## config.mk

```make
export PLATFORM = sky130hd
export DESIGN_NAME = skdecode_seq_ctrl
export DESIGN_NICKNAME = d
export VERILOG_FILES = /design/src/rtl/skdecode_seq_ctrl.sv
export SDC_FILE = /design/constraint.sdc
export NUM_CORES = 1
export LEC_CHECK = 0
export CAP_MARGIN = 20
export CORE_ASPECT_RATIO = 0.75
export CORE_MARGIN = 8
export CORE_UTILIZATION = 45
export CTS_BUF_LIST = sky130_fd_sc_hd__clkbuf_8
export CTS_CLUSTER_DIAMETER = 120
export DETAILED_ROUTE_END_ITERATION = 6
export GPL_TIMING_DRIVEN = 1
export PLACE_DENSITY_LB_ADDON = 0.3
export REMOVE_ABC_BUFFERS = 1
export SETUP_SLACK_MARGIN = 0.3
export SYNTH_ARGS = -nofsm -noshare
export SYNTH_HDL_FRONTEND = slang
export SYNTH_SLANG_ARGS = --single-unit
```

## constraint.sdc

```tcl
create_clock -name clk -period 2.9 [get_ports clk]
set_clock_uncertainty 0.05 [all_clocks]
set_input_delay 0.435 -clock clk [delete_from_list [all_inputs] [get_ports clk]]
set_output_delay 0.435 -clock clk [all_outputs]
set_load 0.02 [all_outputs]
```

## src/rtl/skdecode_seq_ctrl.sv

```systemverilog
// skdecode_seq_ctrl: sequences s1/s2/t0 source reads and the delayed decoded-data writes.
module skdecode_seq_ctrl #(
  parameter int MAX_L      = 7,
  parameter int MAX_K      = 8,
  parameter int RD_ETA2    = 12,
  parameter int RD_ETA4    = 16,
  parameter int RD_T0      = 52,
  parameter int RD_LAT     = 1,
  parameter int ADDR_W     = 12,
  parameter int WR_BASE_S1 = 0,
  parameter int WR_BASE_S2 = 512,
  parameter int WR_BASE_T0 = 1024,
  parameter int WR_STRIDE  = 64
) (
  input  logic              clk,
  input  logic              rst_b,
  input  logic              zeroize,
  input  logic              start,
  input  logic [3:0]        mode_l,
  input  logic [3:0]        mode_k,
  input  logic              eta4,
  input  logic              stall,
  output logic              rd_en,
  output logic [ADDR_W-1:0] rd_addr,
  output logic              wr_en,
  output logic [ADDR_W-1:0] wr_addr,
  output logic [2:0]        rd_state,
  output logic [2:0]        wr_state,
  output logic              busy,
  output logic              done,
  output logic              error
);
  typedef enum logic [2:0] {IDLE = 3'd0, STAGE = 3'd1, S1 = 3'd2, S2 = 3'd3, T0 = 3'd4} state_t;
  localparam int WMAX = RD_T0 > RD_ETA4 ? (RD_T0 > RD_ETA2 ? RD_T0 : RD_ETA2)
                                        : (RD_ETA4 > RD_ETA2 ? RD_ETA4 : RD_ETA2);
  localparam int WW = $clog2(WMAX + 1);
  state_t st, st_nx;
  logic [3:0] l_q, k_q, poly, np;
  logic e4_q, bsy, dn, er, go, bad, lw, lp, seg_end, fin;
  logic [WW-1:0] word, nw;
  logic [ADDR_W-1:0] ra, base;
  // Read-side tags travel RD_LAT stages so each write knows its segment, poly and word.
  state_t st_p [RD_LAT];
  logic [3:0] poly_p [RD_LAT];
  logic [WW-1:0] word_p [RD_LAT];
  logic [RD_LAT-1:0] v_p, l_p;
  assign go = start && !bsy && st == IDLE;
  assign bad = mode_l == 4'd0 || int'(mode_l) > MAX_L || mode_k == 4'd0 || int'(mode_k) > MAX_K;
  assign rd_en = (st == S1 || st == S2 || st == T0) && !stall;
  assign nw = st == T0 ? WW'(RD_T0) : e4_q ? WW'(RD_ETA4) : WW'(RD_ETA2);
  assign np = st == S1 ? l_q : k_q;
  assign lw = word == nw - 1'b1;
  assign lp = poly == np - 4'd1;
  assign seg_end = rd_en && lw && lp;
  assign fin = v_p[RD_LAT-1] && l_p[RD_LAT-1];
  always_comb begin
    st_nx = st;
    if (st == IDLE && go && !bad) st_nx = STAGE;
    else if (st == STAGE) st_nx = S1;
    else if (seg_end) st_nx = st == S1 ? S2 : st == S2 ? T0 : IDLE;
  end
  always_ff @(posedge clk or negedge rst_b) begin
    if (!rst_b) begin
      st <= IDLE; l_q <= '0; k_q <= '0; e4_q <= 1'b0; ra <= '0; word <= '0; poly <= '0;
      bsy <= 1'b0; dn <= 1'b0; er <= 1'b0;
    end else if (zeroize) begin
      st <= IDLE; l_q <= '0; k_q <= '0; e4_q <= 1'b0; ra <= '0; word <= '0; poly <= '0;
      bsy <= 1'b0; dn <= 1'b0; er <= 1'b0;
    end else begin
      st <= st_nx;
      if (go && !bad) begin
        l_q <= mode_l; k_q <= mode_k; e4_q <= eta4; ra <= '0; word <= '0; poly <= '0;
      end else if (rd_en) begin
        ra <= ra + 1'b1;
        word <= lw ? '0 : word + 1'b1;
        poly <= lw ? (lp ? 4'd0 : poly + 4'd1) : poly;
      end
      bsy <= (go && !bad) || (bsy && !fin);
      dn <= fin;
      er <= go && bad;
    end
  end
  always_ff @(posedge clk or negedge rst_b) begin
    if (!rst_b) begin
      v_p <= '0; l_p <= '0;
      for (int i = 0; i < RD_LAT; i++) begin st_p[i] <= IDLE; poly_p[i] <= '0; word_p[i] <= '0; end
    end else if (zeroize) begin
      v_p <= '0; l_p <= '0;
      for (int i = 0; i < RD_LAT; i++) begin st_p[i] <= IDLE; poly_p[i] <= '0; word_p[i] <= '0; end
    end else begin
      v_p[0] <= rd_en; l_p[0] <= seg_end && st == T0;
      st_p[0] <= st; poly_p[0] <= poly; word_p[0] <= word;
      for (int i = 1; i < RD_LAT; i++) begin
        v_p[i] <= v_p[i-1]; l_p[i] <= l_p[i-1];
        st_p[i] <= st_p[i-1]; poly_p[i] <= poly_p[i-1]; word_p[i] <= word_p[i-1];
      end
    end
  end
  assign base = st_p[RD_LAT-1] == S1 ? ADDR_W'(WR_BASE_S1) :
                st_p[RD_LAT-1] == S2 ? ADDR_W'(WR_BASE_S2) : ADDR_W'(WR_BASE_T0);
  assign wr_en = v_p[RD_LAT-1];
  assign wr_addr = wr_en ? base + ADDR_W'(poly_p[RD_LAT-1]) * ADDR_W'(WR_STRIDE)
                              + ADDR_W'(word_p[RD_LAT-1]) : '0;
  assign wr_state = st_p[RD_LAT-1];
  assign rd_state = st;
  assign rd_addr = ra;
  assign busy = bsy;
  assign done = dn;
  assign error = er;
endmodule

```

==> impl_metrics.ini, run 1 <==
[critical_path]
cp-start-kind = flop
cp_data_required_time_ns = 2.41
endpoint_kind = primary output
path_delay_family = buffers and inverters
critical_path_class = reg -> out
slowest_stage = or3b_1
cp.arrival_ns = 2.02
r2r_cells = 11
r2r-start = rd_state[2]$_DFFE_PN0P_
cp_slowest_stage_delay_ns = 0.44
r2r_slack_ns = 0.43
crit_chain = buf_4 -> or3b_1 -> a21oi_1 -> dlygate4sd2_1
crit_buf_inv = 2
cp_max_fo = 6
r2r_end = rd_state[0]$_DFFE_PN0P_

[power]
peakVddDrop_uv = 251
intPower_mw = 1.02
seqPwrFrac = 0.546
clkPwrFrac = 0.315
p_sw_mw = 0.363
p_leak_nw = 1.49
power_density_mw_per_mm2 = 416
switching_share = 0.263
p_comb_frac = 0.140

[global_route]
grt_max_degree = 36
grt_pass1_vias = 2048
use_met2 = 0.234
grt_pass1_wl_mm = 10.0
gr-usage-met1 = 0.184
grt.overflow.total = 0
antenna_found_initial = 0
grt_usage = 0.146
met3_usage = 0.0470
top_usage_layer = met2

[layout]
nNetsFinal = 337
fill_cells = 488
design_area_mm2 = 0.00332
layout_commonest_cell = dfrtp_1
final-instance-count-excl-fill = 396
syn_to_final_growth_pct = 28.4
final_cell_mix = dfrtp_1 (50), clkdlybuf4s50_1 (46), nand2_1 (23), nor2_1 (19)
n_antenna_cell = 0
drive_above_1_share = 0.104

[sta]
fin_ws_ns = 0.398
finalSetupViolations = 0
fin_setup_tns_ns = 0
finalHoldViolations = 0
min_period_ns = 2.50
slew_headroom = 0.351
fmax_mhz = 400
slew_viol_final = 0
finalCritPeriodShare = 0.863
whs_ns = 0.473
worst_pin_slew_ns = 0.968
rsz0062_at_grt = true

[drt]
drtPass1Iterations = 4
post_drt_wl_per_cell_um = 14.9
via_count = 2052
via_per_inst = 5.18
drt_iter0_drc = 124
drc_errors = 0
postRouteAntennaNets = 0
wirelength_mm = 5.90

[synthesis]
synth_edf_count = 0
synth-simple-area-share = 0.278
synth_top_family_by_area = simple AND/OR/NAND/NOR gates
syn_area_mm2 = 0.00259
synth_compound_area_frac = 0.0768
synth.mux.area_fraction = 0.0237
avgSynthCellArea_um2 = 10.0
netlist_instances = 258
yosysSeqAreaShare = 0.503
synthAdderAreaFrac = 0.0290
ys_types = 43
ys_ff_latch = 52
async_reset_ff_frac = 1.00
synth_top_flop_cell = dfrtp_1
ys_warn_count = 0
synth_xor_area_frac = 0.0609

[hold_path]
min_to = l_q[3]$_DFFE_PN0P_
min_path_type = reg -> reg
holdPathStages = 2
hp-start = l_q[3]$_DFFE_PN0P_

[placed_design]
placed_area_mm2 = 0.00316
pre_cts_ws_ns = 0.283
place_inst = 380
hpwlAfterDp_mm = 4.34
routabilityCongestion = 0.870
portBuffers = 48

[floorplanning]
die_x_um = 104
fp.dieH_um = 81.7
initial_core_util = 0.456
std_cell_rows = 24
ios = 49
dieArea_mm2 = 0.00846
coreArea_mm2 = 0.00568

[clock_tree]
clk_pin_slew_worst_paths_ns = 0.09
clockBufferDepth = 2
cts_root_buffer = clkbuf_8
cts_tree = done
clock_latency_ns = 0.31
htreeDepth = 2
cts_num_sinks = 52
numCtsBuffers = 5

[flow_run]
max-cap-violations = 0

[run_status]
status = complete, no violations
[power by group through the flow]
stage,logic (mW),clock network [mW],registers (mW)
after floorplan,0.0759,0,0.778
after global placement,0.180,0,0.768
after CTS,0.191,0.443,0.755
final,0.193,0.435,0.753
after global routing,0.212,0.473,0.756
after detailed placement,0.181,0,0.769
[cells by family (layout without fill, tap and decap cells)]
kind of cell               after synthesis  after routing
buffers and inverters                   16             76
adders and majority gates                6              6
xor gates and xnor gates                18             18
and+or+nand+nor                        128            128
DFF                                     52             52
AOI/OAI and AO/OA                       32             32
muxes                                    6              6
[per-stage QoR]
stage,utilization,power [mW]
floorplan,-,0.854
global placement,0.557,0.948
detailed placement,0.557,0.950
CTS,0.579,1.39
global route,0.586,1.44
finish,0.586,1.38
[layout make-up]
type                    instances  area [um2]  share of cell area
clock buffers                   6        82.6              0.0248
clock inverters                 2        10.0             0.00301
multi-input cells             190        1210               0.365
well taps                      78        97.6              0.0294
inverters                       4        15.0             0.00452
repair buffers                 64         601               0.181
flip-flops and latches         52        1300               0.392
[timing repair]
item | CTS | global route
gates resized for setup | 1 | 4
pin swaps | 1 | 5
hold buffers | 1 | 0
endpoints found under the setup margin | 3 | 8
setup buffers | 3 | 4
endpoints found under the hold margin | 17 | 0
[metal layers]
layer | vias to the layer above | part of all wire | wire (um)
met2 | 56 | 0.46 | 2690
met3 | 6 | 0.068 | 402
li1 | 1000 | - | -
met4 | 0 | 0.012 | 69
met1 | 990 | 0.46 | 2740
met5 | - | 0 | 0
[registers in the layout, indices dropped and copies added, names as in the netlist]
signal,flops
poly,4
poly_p,4
k_q,4
rd_addr,12
l_q,4
word_p,6
busy,1
rd_state,3
wr_en,1
e4_q,1
error,1
wr_state,3
word,6
done,1
l_p,1
[worst min-delay path, delay by kind of cell, from the launching register on]
| family | cells | cell delay, ns |
|---|---|---|
| buffers and inverters | 1 | 0.06 |
| flip-flops | 1 | 0.41 |
| AND/OR/NAND/NOR | 1 | 0.04 |
[cell usage after synthesis, types with 4 or more instances]
| library cell | instances | area share |
|---|---|---|
| mux2i_1 | 5 | 0.019 |
| and3_1 | 6 | 0.015 |
| and2_1 | 14 | 0.034 |
| xnor2_1 | 5 | 0.017 |
| nand3_1 | 16 | 0.031 |
| inv_1 | 4 | 0.0058 |
| nand4_1 | 5 | 0.012 |
| clkbuf_1 | 7 | 0.010 |
| ha_1 | 6 | 0.029 |
| nor2b_1 | 16 | 0.039 |
| nor2_1 | 19 | 0.028 |
| nor4_1 | 4 | 0.0097 |
| nand2_1 | 23 | 0.033 |
| dfrtp_1 | 52 | 0.50 |
| xor2_1 | 13 | 0.044 |
| nand2b_1 | 6 | 0.015 |
| a21oi_1 | 15 | 0.029 |
[how the worst max path moves through the flow]
stage | start | end | slack (ns) | depth (start not counted)
after floorplan | rd_state[1]$_DFFE_PN0P_ | rd_state[0]$_DFFE_PN0P_ | 0.09 | 9
after global placement | rd_state[2]$_DFFE_PN0P_ | rd_state[0]$_DFFE_PN0P_ | 0.39 | 9
after detailed placement | rd_state[2]$_DFFE_PN0P_ | rd_state[0]$_DFFE_PN0P_ | 0.28 | 9
after CTS | rd_state[0]$_DFFE_PN0P_ | rd_state[0]$_DFFE_PN0P_ | 0.33 | 9
after global routing | rd_state[2]$_DFFE_PN0P_ | rd_state[2]$_DFFE_PN0P_ | 0.21 | 11
final | rd_state[0]$_DFFE_PN0P_ | rd_en | 0.40 | 4
No activity file was read; power rests on OpenSTA's default activity.
==> inputs of run 2 (changes only) <==
--- a/config.mk
+++ b/config.mk
@@ -7,12 +7,11 @@
 export LEC_CHECK = 0
 export CAP_MARGIN = 20
 export CORE_ASPECT_RATIO = 0.75
-export CORE_MARGIN = 8
 export CORE_UTILIZATION = 45
 export CTS_BUF_LIST = sky130_fd_sc_hd__clkbuf_8
 export CTS_CLUSTER_DIAMETER = 120
 export DETAILED_ROUTE_END_ITERATION = 6
-export GPL_TIMING_DRIVEN = 1
+export GPL_TIMING_DRIVEN = 0
 export PLACE_DENSITY_LB_ADDON = 0.3
 export REMOVE_ABC_BUFFERS = 1
 export SETUP_SLACK_MARGIN = 0.3
==> impl_metrics.ini, run 2 (synthesized netlist as in run 1, its figures left out) <==
[sta]
fin_setup_tns_ns = 0
finalSetupViolations = 0
fmax_mhz = 383
min_period_ns = 2.61
slew_viol_final = 0
finalHoldViolations = 0
worst_pin_slew_ns = 1.03
rsz0062_at_grt = true
finalCritPeriodShare = 0.899
slew_headroom = 0.312

[power]
power_density_mw_per_mm2 = 411
switching_share = 0.245
p_comb_frac = 0.143
peakVddDrop_uv = 306
clkPwrFrac = 0.312
seqPwrFrac = 0.544
p_leak_nw = 1.53
p_sw_mw = 0.340
total_power_mw = 1.38
intPower_mw = 1.05

[flow_run]
max-cap-violations = 0

[global_route]
grt_pass1_wl_mm = 9.10
grt_usage = 0.201
grt_max_degree = 42
antenna_found_initial = 0
grt_pass1_vias = 1856
grt.overflow.total = 0

[critical_path]
crit_path_end = rd_state[0]$_DFFE_PN0P_
cp_data_required_time_ns = 3.05
slowest_stage = dfrtp_2
crit_top_cell = mux2i_1
path_delay_family = simple AND/OR/NAND/NOR gates
cp_slowest_stage_delay_ns = 0.43
crit_buf_inv = 1
cp.arrival_ns = 2.75
crit_path_start = rd_state[2]$_DFFE_PN0P_
critical_path_class = reg -> reg
crit_chain = nor3b_4 -> buf_4 -> mux2i_1 -> ha_1 -> xor2_1 -> nand2_1 -> mux2i_1 -> nand4_1 -> or3_1 -> a31oi_1
r2r_slack_ns = 0.29
cp.depth = 10
cp-start-kind = flop
endpoint_kind = flop
r2r_cells = 10
r2r_end = rd_state[0]$_DFFE_PN0P_
cp_max_fo = 4
r2r-start = rd_state[2]$_DFFE_PN0P_

[drt]
drc_errors = 0
via_count = 1980
postRouteAntennaNets = 0
drtPass1Iterations = 5
drt_iter0_drc = 68
via_per_inst = 5.06
post_drt_wl_per_cell_um = 14.0
wirelength_mm = 5.47

[run_status]
status = complete, no violations

[floorplanning]
die_x_um = 89.6
std_cell_rows = 23
ios = 49
coreArea_mm2 = 0.00544
initial_core_util = 0.476
dieArea_mm2 = 0.00606
fp.dieH_um = 67.7

[clock_tree]
clk_pin_slew_worst_paths_ns = 0.09
numCtsBuffers = 5
clockBufferDepth = 2
cts_num_sinks = 52
clock_latency_ns = 0.29
htreeDepth = 2
cts_tree = done
cts_root_buffer = clkbuf_8

[layout]
largest_reg_flops = 12
n_antenna_cell = 0
final_cell_mix = dfrtp_1 (49), clkdlybuf4s50_1 (45), nand2_1 (22), nor2_1 (19), nor2b_1 (16)
multi_input_area_mm2 = 0.00125
fill_cells = 416
regArea_mm2 = 0.00131
nNetsFinal = 336
syn_to_final_growth_pct = 30.3
layout_commonest_cell = dfrtp_1
drive_above_1_share = 0.127

[placed_design]
portBuffers = 48
routabilityCongestion = 0.818
hpwlAfterDp_mm = 3.73

[hold_path]
min_path_type = reg -> reg
holdPathStages = 2
hp-start = l_q[3]$_DFFE_PN0P_
run 2: cell types whose count changed in the layout (fill, tap and decap cells not counted), sizes merged:
cell	previous run	this run
dlygate4sd2	1	0
dlymetal6s2s	0	2
buf	16	15
clkbuf	6	7
clkdlybuf4s50	46	45
clkinv	2	0
run 2: how the worst min path moves through the flow:
stage / endpoint / slack [ns]
4_1_cts: l_q[3]$_DFFE_PN0P_ / 0.47
6_report: l_q[3]$_DFFE_PN0P_ / 0.48
2_1_floorplan: busy$_DFF_PN0_ / 0.09
3_5_place_dp: error$_DFF_PN0_ / 0.29
3_3_place_gp: l_q[3]$_DFFE_PN0P_ / 0.45
5_1_grt: l_q[3]$_DFFE_PN0P_ / 0.49
run 2: metal layers:
metal	wire, um	global-route usage
met5	0	0
met2	2460	0.311
met1	2740	0.289
met4	40	0.0437
met3	226	0.0428
run 2: power by group through the flow:
stage	Sequential (mW)	Combinational [mW]	Clock, mW
floorplan	0.778	0.0759	0
global placement	0.773	0.160	0
detailed placement	0.773	0.164	0
CTS	0.754	0.191	0.445
global route	0.757	0.219	0.470
finish	0.754	0.198	0.433
run 2: final cells by class:
cell class / count / share of cell area
multi-input combinational: 190 / 0.372
inverter: 4 / 0.00445
timing repair buffer: 63 / 0.180
sequential: 52 / 0.387
clock buffer: 7 / 0.0286
tap: 75 / 0.0278
run 2: worst register-to-register path: cells and delay by family, from the launching register on:
family | cells | cell delay, ns
simple gates | 4 | 0.89
flops | 1 | 0.43
mux | 2 | 0.36
fa+ha+maj | 1 | 0.26
xor+xnor | 1 | 0.19
buf+inv | 1 | 0.16
compound gates | 1 | 0.16
run 2: per-stage QoR:
stage | cells | hold slack [ns] | area (um2) | worst slack (ns) | util
global route | 391 | 0.493 | 3370 | 0.0703 | 0.620
detailed placement | 370 | 0.292 | 3120 | -0.551 | 0.573
CTS | 387 | 0.472 | 3320 | 0.253 | 0.611
floorplan | 246 | 0.0894 | 2530 | 0.0913 | -
finish | 391 | 0.476 | 3370 | 0.292 | 0.620
global placement | 369 | 0.452 | 3100 | -0.546 | 0.571
run 2: timing repair:
item	4_1_cts	5_1_grt
hold buffers	1	0
buffers inserted	9	4
pin swaps	5	7
gates resized for setup	9	7
endpoints found under the hold margin	11	0
endpoints found under the setup margin	28	18
==> inputs of run 3 (changes only) <==
--- a/config.mk
+++ b/config.mk
@@ -7,10 +7,11 @@
 export LEC_CHECK = 0
 export CAP_MARGIN = 20
 export CORE_ASPECT_RATIO = 0.75
-export CORE_UTILIZATION = 45
+export CORE_UTILIZATION = 39
 export CTS_BUF_LIST = sky130_fd_sc_hd__clkbuf_8
 export CTS_CLUSTER_DIAMETER = 120
 export DETAILED_ROUTE_END_ITERATION = 6
+export GPL_ROUTABILITY_DRIVEN = 0
 export GPL_TIMING_DRIVEN = 0
 export PLACE_DENSITY_LB_ADDON = 0.3
 export REMOVE_ABC_BUFFERS = 1
==> constraint.sdc (replaced) <==
create_clock -name clk -period 2.9 [get_ports clk]
set_clock_uncertainty 0.05 [all_clocks]
set_input_delay 0.58 -clock clk [delete_from_list [all_inputs] [get_ports clk]]
set_output_delay 0.58 -clock clk [all_outputs]
set_load 0.02 [all_outputs]
==> impl_metrics.ini, run 3 (synthesized netlist as in run 1, its figures left out) <==
[sta]
fin_ws_ns = 0.346
finalHoldViolations = 0
finalSetupViolations = 0
fmax_mhz = 391
min_period_ns = 2.55
slew_headroom = 0.293
slew_viol_final = 0
worst_pin_slew_ns = 1.06
finalCritPeriodShare = 0.881
rsz0062_at_grt = true

[global_route]
grt_max_degree = 36
gr-usage-met1 = 0.271
grt_usage = 0.181
antenna_found_initial = 0
top_usage_layer = met1
met3_usage = 0.0419
grt.overflow.total = 0
grt_pass1_wl_mm = 9.56
grt_pass1_vias = 1907
use_met2 = 0.258

[placed_design]
hpwlAfterDp_mm = 3.84
placed_area_mm2 = 0.00313
place_inst = 376
pre_cts_ws_ns = -0.706
portBuffers = 48

[critical_path]
crit_path_start = rd_state[2]$_DFFE_PN0P_
r2r-start = rd_state[2]$_DFFE_PN0P_
endpoint_kind = flop
critical_path_class = reg -> reg
cp_data_required_time_ns = 3.07
cp.arrival_ns = 2.73
cp-start-kind = flop
cp_max_fo = 3

[power]
peakVddDrop_uv = 252
total_power_mw = 1.37
power_density_mw_per_mm2 = 402
p_leak_nw = 1.55

[floorplanning]
fp.dieH_um = 72.6
std_cell_rows = 25
ios = 49
dieArea_mm2 = 0.00697
coreArea_mm2 = 0.00635
initial_core_util = 0.408
die_x_um = 96.1

[drt]
post_drt_wl_per_cell_um = 14.3
wirelength_mm = 5.78
postRouteAntennaNets = 0
drc_errors = 0
drt_iter0_drc = 103
drtPass1Iterations = 4
via_per_inst = 5.08
via_count = 2053

[run_status]
status = complete, no violations

[layout]
nNetsFinal = 342
layout_commonest_cell = dfrtp_1
syn_to_final_growth_pct = 31.9
drive_above_1_share = 0.146
final_cell_mix = dfrtp_1 (49), clkdlybuf4s50_1 (43), nand2_1 (22), nor2_1 (19), buf_4 (19)
n_antenna_cell = 0
final-instance-count-excl-fill = 404
largest_reg_flops = 12
design_area_mm2 = 0.00342

[hold_path]
min_path_type = in -> async

[clock_tree]
cts_num_sinks = 52
clock_latency_ns = 0.31
clk_pin_slew_worst_paths_ns = 0.10
htreeDepth = 2
clockBufferDepth = 2
cts_tree = done
cts_root_buffer = clkbuf_8
numCtsBuffers = 5
cts_hold_buffers = 0

[flow_run]
max-cap-violations = 0
run 3: path summary, 6_finish.rpt:
path	end	slack, ns	cells after the start
min	error$_DFF_PN0_	0.14	1
max in group asynchronous	wr_state[1]$_DFF_PN0_	2.12	2
min reg2reg	l_q[3]$_DFFE_PN0P_	0.48	2
max	rd_state[0]$_DFFE_PN0P_	0.35	9
max reg2reg	rd_state[0]$_DFFE_PN0P_	0.35	9
min in group clk	l_q[3]$_DFFE_PN0P_	0.48	2
run 3: metrics by stage:
step	util	hold WS, ns	setup TNS, ns
2_1_floorplan	-	0.234	0
3_3_place_gp	0.490	0.455	-27.23
3_5_place_dp	0.492	0.455	-9.80
4_1_cts	0.531	0.150	0
5_1_grt	0.538	0.167	0
6_report	0.538	0.139	0
run 3: what timing repair did:
item | 4_1_cts | 5_1_grt
setup buffers | 17 | 3
cloned | 0 | 0
pin swaps | 4 | 3
endpoints found under the setup margin | 29 | 10
resized for setup | 11 | 7
run 3: final cells by class:
class	count	area, um2
fillers	564	2930
flip-flops and latches	52	1310
multi-input cells	190	1250
repair buffers	69	652
well taps	81	101
clock buffers	5	68.8
clock inverters	3	20.0
inverters	4	15.0
run 3: worst max-delay path: stages, from the launching register on:
cell and delay (ns):
dfrtp_2 0.44, nor3b_4 0.28, mux2i_2 0.28, ha_1 0.28
xor2_1 0.21, nand2_1 0.08, mux2i_1 0.13, nand4_1 0.18
or3_1 0.38, a31oi_1 0.16
run 3: power by group:
part	switching, mW	total, mW	internal [mW]
sequential	0.0152	0.755	0.740
clock	0.238	0.406	0.169
combinational	0.110	0.212	0.102
total	0.363	1.37	1.01
run 3: routing by layer:
layer / routed length, um / up-vias
li1: - / 1015
met1: 2890 / 986
met2: 2590 / 44
met3: 218 / 8
met4: 75 / 0
met5: 0 / -
